$ cat src/rtl/i2c_pwm_bank.sv
// i2c_pwm_bank: I2C slave exposing NUM_CH duty registers that drive glitch-free PWM LED outputs.
// Optional feature macro: I2C_READ_EN enables read transfers (R/W=1); without it reads are NACKed.
module i2c_pwm_bank #(
    parameter logic [6:0] ADDRESS  = 7'h4A,
    parameter int         NUM_CH   = 4,
    parameter int         PWM_DIV  = 15,
    parameter logic [7:0] DUTY_RST = 8'h00
) (
    input  logic              clk,
    input  logic              reset,
    input  logic              scl_i,
    output logic              scl_o,
    input  logic              sda_i,
    output logic              sda_o,
    output logic [NUM_CH-1:0] led_o
);
    localparam int          IW   = (NUM_CH > 1) ? $clog2(NUM_CH) : 1;
    localparam logic [7:0]  NCH  = 8'(NUM_CH);
    localparam logic [7:0]  LAST = 8'(NUM_CH - 1);
    localparam logic [15:0] DIV  = 16'(PWM_DIV);

    typedef enum logic [3:0] {
        IDLE, ADDR, ADDR_ACK, PTR, PTR_ACK, WDATA, WDATA_ACK, RDATA, RDATA_ACK
    } state_t;

    state_t      state, state_n;
    logic [2:0]  scl_s, sda_s;
    logic [7:0]  sh, sh_n, ptr, ptr_n, ptr_inc;
    logic [3:0]  bits, bits_n;
    logic        sda_n, wr_en;
    logic        scl_rise, scl_fall, start, stop, bit_in, tick, wrap;
    logic [7:0]  duty   [NUM_CH];
    logic [7:0]  shadow [NUM_CH];
    logic [15:0] pre;
    logic [7:0]  cnt;
`ifdef I2C_READ_EN
    logic        rw, rw_n;
    logic [7:0]  rd_byte;
`endif

    // No clock stretching: SCL is never pulled low.
    assign scl_o = 1'b1;

    // Edges come from the synchronised value (bit 1) against its history (bit 2).
    assign bit_in   = sda_s[1];
    assign scl_rise = scl_s[1] & ~scl_s[2];
    assign scl_fall = ~scl_s[1] & scl_s[2];
    assign start    = scl_s[1] & scl_s[2] & ~sda_s[1] & sda_s[2];
    assign stop     = scl_s[1] & scl_s[2] & sda_s[1] & ~sda_s[2];
    assign ptr_inc  = (ptr >= LAST) ? 8'h00 : ptr + 8'h01;
    assign tick     = pre == DIV;
    assign wrap     = tick && cnt == 8'hFF;
`ifdef I2C_READ_EN
    assign rd_byte  = (ptr < NCH) ? duty[ptr[IW-1:0]] : 8'h00;
`endif

    // Synchronisers and protocol state registers.
    always_ff @(posedge clk) begin
        if (reset) begin
            scl_s <= 3'b111;
            sda_s <= 3'b111;
            state <= IDLE;
            sh    <= 8'h00;
            ptr   <= 8'h00;
            bits  <= 4'd0;
            sda_o <= 1'b1;
`ifdef I2C_READ_EN
            rw    <= 1'b0;
`endif
        end else begin
            scl_s <= {scl_s[1:0], scl_i};
            sda_s <= {sda_s[1:0], sda_i};
            state <= state_n;
            sh    <= sh_n;
            ptr   <= ptr_n;
            bits  <= bits_n;
            sda_o <= sda_n;
`ifdef I2C_READ_EN
            rw    <= rw_n;
`endif
        end
    end

    // Protocol next-state: bits sampled on SCL rise, SDA changes on SCL fall.
    always_comb begin
        state_n = state;
        sh_n    = sh;
        ptr_n   = ptr;
        bits_n  = bits;
        sda_n   = sda_o;
        wr_en   = 1'b0;
`ifdef I2C_READ_EN
        rw_n    = rw;
`endif
        if (stop) begin
            state_n = IDLE;
            sda_n   = 1'b1;
        end else if (start) begin
            state_n = ADDR;
            bits_n  = 4'd0;
            sda_n   = 1'b1;
        end else begin
            case (state)
                ADDR: begin
                    if (scl_rise) begin
                        sh_n   = {sh[6:0], bit_in};
                        bits_n = bits + 4'd1;
                    end else if (scl_fall && bits == 4'd8) begin
                        bits_n  = 4'd0;
`ifdef I2C_READ_EN
                        rw_n    = sh[0];
                        state_n = (sh[7:1] == ADDRESS) ? ADDR_ACK : IDLE;
                        sda_n   = sh[7:1] != ADDRESS;
`else
                        state_n = (sh[7:1] == ADDRESS && !sh[0]) ? ADDR_ACK : IDLE;
                        sda_n   = !(sh[7:1] == ADDRESS && !sh[0]);
`endif
                    end
                end
                ADDR_ACK: begin
                    if (scl_fall) begin
                        sda_n   = 1'b1;
                        bits_n  = 4'd0;
                        state_n = PTR;
`ifdef I2C_READ_EN
                        if (rw) begin
                            state_n = RDATA;
                            sda_n   = rd_byte[7];
                            sh_n    = {rd_byte[6:0], 1'b0};
                            bits_n  = 4'd1;
                        end
`endif
                    end
                end
                PTR: begin
                    if (scl_rise) begin
                        sh_n   = {sh[6:0], bit_in};
                        bits_n = bits + 4'd1;
                    end else if (scl_fall && bits == 4'd8) begin
                        ptr_n   = sh;
                        sda_n   = 1'b0;
                        bits_n  = 4'd0;
                        state_n = PTR_ACK;
                    end
                end
                PTR_ACK, WDATA_ACK: begin
                    if (scl_fall) begin
                        sda_n   = 1'b1;
                        bits_n  = 4'd0;
                        state_n = WDATA;
                    end
                end
                WDATA: begin
                    if (scl_rise) begin
                        sh_n   = {sh[6:0], bit_in};
                        bits_n = bits + 4'd1;
                    end else if (scl_fall && bits == 4'd8) begin
                        wr_en   = ptr < NCH;
                        ptr_n   = ptr_inc;
                        sda_n   = 1'b0;
                        bits_n  = 4'd0;
                        state_n = WDATA_ACK;
                    end
                end
`ifdef I2C_READ_EN
                RDATA: begin
                    if (scl_fall) begin
                        if (bits == 4'd0) begin
                            sda_n  = rd_byte[7];
                            sh_n   = {rd_byte[6:0], 1'b0};
                            bits_n = 4'd1;
                        end else if (bits == 4'd8) begin
                            sda_n   = 1'b1;
                            bits_n  = 4'd0;
                            state_n = RDATA_ACK;
                        end else begin
                            sda_n  = sh[7];
                            sh_n   = {sh[6:0], 1'b0};
                            bits_n = bits + 4'd1;
                        end
                    end
                end
                RDATA_ACK: begin
                    if (scl_rise) begin
                        state_n = bit_in ? IDLE : RDATA;
                        ptr_n   = bit_in ? ptr : ptr_inc;
                    end
                end
`endif
                default: begin
                    state_n = IDLE;
                end
            endcase
        end
    end

    // Duty registers written from the received byte at the end of a data byte.
    always_ff @(posedge clk) begin
        for (int i = 0; i < NUM_CH; i++) begin
            if (reset) duty[i] <= DUTY_RST;
            else if (wr_en && ptr[IW-1:0] == IW'(i)) duty[i] <= sh;
        end
    end

    // PWM timebase; shadows reload only at counter wrap so a period never glitches.
    always_ff @(posedge clk) begin
        if (reset) begin
            pre   <= 16'd0;
            cnt   <= 8'd0;
            led_o <= '0;
            for (int i = 0; i < NUM_CH; i++) shadow[i] <= DUTY_RST;
        end else begin
            pre <= tick ? 16'd0 : pre + 16'd1;
            if (tick) cnt <= cnt + 8'd1;
            for (int i = 0; i < NUM_CH; i++) begin
                if (wrap) shadow[i] <= duty[i];
                led_o[i] <= cnt < shadow[i];
            end
        end
    end
endmodule

$ cat config.mk
export PLATFORM = sky130hd
export DESIGN_NAME = i2c_pwm_bank
export DESIGN_NICKNAME = d
export VERILOG_FILES = /design/src/rtl/i2c_pwm_bank.sv
export SDC_FILE = /design/constraint.sdc
export NUM_CORES = 1
export LEC_CHECK = 0
export ABC_AREA = 0
export ABC_CLOCK_PERIOD_IN_PS = 8900
export BUFFER_PORTS_ARGS = -buffer_cell sky130_fd_sc_hd__buf_2
export CORE_MARGIN = 5
export CORE_UTILIZATION = 35
export DETAILED_ROUTE_END_ITERATION = 16
export GPL_TIMING_DRIVEN = 0
export PLACE_DENSITY = 0.6
export SKIP_LAST_GASP = 1
export SYNTH_ARGS = -nofsm -noshare
export SYNTH_HDL_FRONTEND = slang
export SYNTH_SLANG_ARGS = --single-unit
$ cat constraint.sdc
create_clock -name clk -period 8.9 [get_ports clk]
set_input_delay 0.89 -clock clk [delete_from_list [all_inputs] [get_ports clk]]
set_output_delay 0.89 -clock clk [all_outputs]
set_load 0.02 [all_outputs]
### Word level (Yosys, flattened, before mapping)

Memory sizes are Yosys's and may differ from the RTL's.
Cells that the tools add are included.

* register bits: 59
* bits in writable memories: 64
* bits of input ports: 4
* output and inout port bits: 6
* memories kept: 2

Memories
* duty: words 4, bits a word 8, read ports 4, clocked after Yosys merged registers in 0, wr ports 4, line 32 `logic [7:0] duty [NUM_CH];`
* shadow: words 4, bits a word 8, read ports 4, clocked after Yosys merged registers in 0, wr ports 4, line 33 `logic [7:0] shadow [NUM_CH];`

* add/sub/neg operators: 4
* magnitude comparators: 6
* equality and inequality tests: 34
* multiplexer cells: 58
* bitwise gates (word level): 21
* reductions and logical operators: 26

Operators by type and width (count)
* $mux 8: 13
* $mux 4: 12
* $lt 8x8->1: 4
* $mux 1: 28
* $ne 3x3->1 const B: 8
* $pmux 4 s5: 1
* $ne 2x2->1 const B: 9
* $add 16x1->16 const B: 1
* $add 8x1->8 const B: 2
* $eq 16x4->1 const B: 1
* $pmux 8 s2: 1
* $reduce_and 8->1: 2
* $eq 4x3->1 const B: 3
* $reduce_or 3->1: 3
* $eq 4x2->1 const B: 2
* $eq 8x8->1 const B: 1
* $ge 8x2->1 const B: 1
* $lt 8x3->1 const B: 1
* $or 1x1->1: 8
* $pmux 4 s2: 1
* $reduce_and 4->1: 2
* $reduce_or 2->1: 4
* $and 1x1->1: 7
* $eq 7x7->1 const B: 1
* other kinds (18): 33

### Depth between registers and ports, before layout

* word-level depth: 13
* gate-level depth with buffers: 8

### Worst setup path before layout

OpenSTA, ideal clock, no wires.

* path type: flip-flop to flip-flop
* start: register pre[0]
* end: memory shadow[0][0] (enable)
* setup time: 466 ps
* data arrival time: 3871 ps
* data required time: 8434 ps
* setup slack: 4563 ps
* cell stages (with the launch flop): 7
* path buffers: 1
* clock period less this slack: 4337 ps
* path through: dfxtp_1 -> ha_1 -> and3_1 -> nand4_1 -> or4_1 -> buf_2 -> o21ai_0

RTL lines
* start, declared: line 34 `logic [15:0] pre;`
* start signal, assigned: line 213 `pre <= tick ? 16'd0 : pre + 16'd1;`
* end, declared: line 33

==> run summary <==
In this run, synthesis produced a sequential element count of 122. The number of nets in the layout is 646. The initial utilization of the core area, before any placement, comes to 0.358. For this design the static power due to leakage is 0.00278 uW. Counting distinct cell types in the post-synthesis netlist gives 62. The die covers 19700 um^2. The floorplan step defined a core boundary enclosing 16600 um^2. The largest buffer count on any clock path came out at 2. The part of the Yosys area used for sequential elements is 0.517.

The combinational family with the most area after synthesis is simple AND/OR/NAND/NOR gates. The count of buffering cells on the critical path with inverters included came out at 1. The transition at the pin with the smallest max-transition slack came out at 1170 ps.

Of the total synthesized cell area, the portion taken by XOR and XNOR cells is 0.0235. The final hold violation count came to 0. The global-route wire length before repair came out at 20300 um. Among cell families on the critical path, the largest total delay comes from simple AND/OR/NAND/NOR gates. The post-CTS clock slew at the launch and capture registers of the worst setup and hold paths came out at 50 ps.

The maximum fanout along the worst path came out at 32. The H-tree generated during clock tree synthesis spans 4 levels. Before antenna repair, the detailed router went through 5 iterations. The max-slew violation count was 0. The cell count after synthesis came out at 580. The count of hold-fix buffers inserted at cts came out at 0. STA classifies the critical path endpoint as a flop. The max-capacitance violation count is 0. The number of antenna violations at the first check in global routing was 0. The arrival time reported for the critical path endpoint came out at 3010 ps. The total inserted antenna cells came out at 0. The detailed-route wire length is 11900 um. The post-synthesis net count came out at 620. Clock tree synthesis found a total of 122 sinks. Setup violations remaining at the end of the flow were counted as 0. The pin count of the biggest net entering global routing is 33. The signal on the critical path passes through nor4_1, nand4_1, or4_1, buf_2, o21ai_4. OpenSTA, run right after detailed placement, puts the worst setup slack at 5930 ps.

The setup slack after layout is 5920 ps. The die width came out at 140 um. The kind of start point of the critical path is a flop. Of the cells placed in the final design, the portion with a size suffix greater than 1 is 0.103. The ratio of routed vias to standard cells is 4.86.

The adder-cell share of the synthesized area is 0.0756. The overflow left after global routing is 0. The share of synthesized registers carrying an async set or reset is 0. Detailed placement finished with a half-perimeter wire length of 8380 um. The post-synthesis to final-layout area growth came out at 15.9%.

For this run, the slowest stage of the critical path takes 740 ps. Setup repair after global routing left no endpoint under its margin. In this run the cell area of the synthesized design comes to 5960 um^2.

The final critical-path required period is 2980 ps. The run finished with clean final reports. The number of gates resized after CTS was 0. The wire length per cell came out at 14.2 um. For the final database, setup skew stands at 7.51 ps. During I/O placement, the number of pins put on the boundary was 10. The ratio of total power to cell area is 198 nW/um^2. The post-route fraction of the period consumed by the critical path came out at 0.334. The count of routing violations after the opening detailed-route iteration came out at 267.

On the final layout, the worst hold slack is 411 ps. The slowest stage of the critical path is the sky130_fd_sc_hd__o21ai_4 cell. Derived from the worst setup path, the maximum achievable clock frequency is 336 MHz. The count of nets left with antenna violations once routing finished came out at 0. The most common library cell in the layout ignoring fill and taps is sky130_fd_sc_hd__inv_1.

The via count of the first global-routing pass came to 4212. The post-synthesis mux area share came out at 0.0204. The TritonCTS buffer count came out at 17.

The total number of vias came out at 4076. The height of the die came out at 140 um. After routing, the total negative slack on setup checks comes to 0 ps.

The complex-gate fraction of the synthesized area was 0.0888. In the routed design, unresolved DRC markers number 0. The clock latency on the worst-skew pair is 410 ps. The number of post-CTS setup repair buffers came out at 0. In the global route stage, overall resource usage came out at 0.128.

The congestion estimate from routability-driven global placement came to 0.814. The library cells used most frequently in the layout, excluding fill and tap cells, are sky130_fd_sc_hd__inv_1, sky130_fd_sc_hd__edfxtp_1, sky130_fd_sc_hd__dfxtp_1, sky130_fd_sc_hd__nor2_1. The quantity of I/O buffers inserted on ports is 7. The clock tree from TritonCTS is done. For this run, the number of Yosys warnings is 0. The worst IR drop on VDD is 0.000116 V. By startpoint and endpoint, the worst setup path is classified as reg -> reg. The tree is rooted in a sky130_fd_sc_hd__clkbuf_16. The worst hold path belongs to the class reg -> reg. The number of enable flip-flop cells after synthesis is 64.

Of the total synthesized cell area, the portion taken by AND, OR, NAND and NOR gates is 0.199. The standard-cell row count came out at 47. The most used flip-flop cell after synthesis is sky130_fd_sc_hd__edfxtp_1. The relative max-transition margin is 0.212. For the worst setup path, the data required time is 8930 ps. The average size of a mapped cell is 10.3 um^2.
-- flip-flops by register name, summed over array words and instances, names as in the netlist --
name,flops
bits,4
duty,32
led_o,4
shadow,32
pre,16
cnt,8
sda_s,3
scl_s,3
sda_o,1
state,3
sh,8
ptr,8
-- cells in the mapped netlist (all sizes together), types with 7 or more instances --
master / count / area share
edfxtp: 64 / 0.32
nor2: 38 / 0.024
xnor2: 13 / 0.019
buf: 11 / 0.018
clkbuf: 13 / 0.0082
nor4: 10 / 0.017
dfxtp: 58 / 0.19
mux2i: 11 / 0.018
inv: 78 / 0.049
nand3: 17 / 0.014
a21oi: 20 / 0.017
nand4: 8 / 0.0084
nor3: 37 / 0.032
and2: 32 / 0.034
ha: 36 / 0.076
o21ai: 22 / 0.018
a211oi: 8 / 0.011
a21o: 7 / 0.0088
nand2: 32 / 0.020
-- worst reg2reg max path, cell delays in order (launching register included) --
cell and delay, ps:
sky130_fd_sc_hd__dfxtp_1 340, sky130_fd_sc_hd__nor4_1 440, sky130_fd_sc_hd__nand4_1 350, sky130_fd_sc_hd__or4_1 500
sky130_fd_sc_hd__buf_2 210, sky130_fd_sc_hd__o21ai_4 740
-- through the flow --
step | total power (uW) | area, um^2 | util | cells
final | 1360 | 6910 | 0.415 | 839
after global routing | 1410 | 6910 | 0.415 | 839
after CTS | 1380 | 6910 | 0.415 | 839
after detailed placement | 668 | 6280 | 0.377 | 807
after global placement | 667 | 6270 | 0.377 | 807
after floorplan | 655 | 5960 | - | 580
-- logic make-up (layout without fill, tap and decap cells) --
group / count (synthesis) / count (layout)
and+or+nand+nor: 210 / 210
muxes: 12 / 12
AOI/OAI and AO/OA: 81 / 81
adders and majority gates: 36 / 36
xor gates and xnor gates: 16 / 16
DFF: 122 / 122
buffers and inverters: 102 / 141
other: 1 / 1
-- layer usage --
metal / vias to the layer above / track usage / wire length (um)
met1: 1914 / 0.158 / 5560
met2: 65 / 0.211 / 5780
li1: 2083 / - / -
met3: 14 / 0.0344 / 345
met4: 0 / 0.0535 / 196
met5: - / 0 / 0
-- area by class of cell --
type / count / area [um^2]
plain buffers: 24 / 155
clock inverters: 4 / 45.0
clock buffers: 28 / 581
well taps: 220 / 275
fillers: 1533 / 9740
flip-flops and latches: 122 / 3080
multi-input cells: 356 / 2440
repair buffers: 7 / 35.0
inverters: 78 / 293
-- power breakdown --
part | internal (uW) | switching [uW]
logic | 13.0 | 29.1
registers | 609 | 6.08
clock network | 471 | 237
-- path summary, 6_finish.rpt --
path | start | endpoint | slack [ps] | depth (start not counted)
max reg2reg | pre[12] | shadow[3][2] | 5920 | 5
min reg2reg | scl_s[0] | scl_s[1] | 410 | 1
min | scl_s[0] | scl_s[1] | 410 | 1
max | pre[12] | shadow[3][2] | 5920 | 5
(Power assumes the default switching activity.)
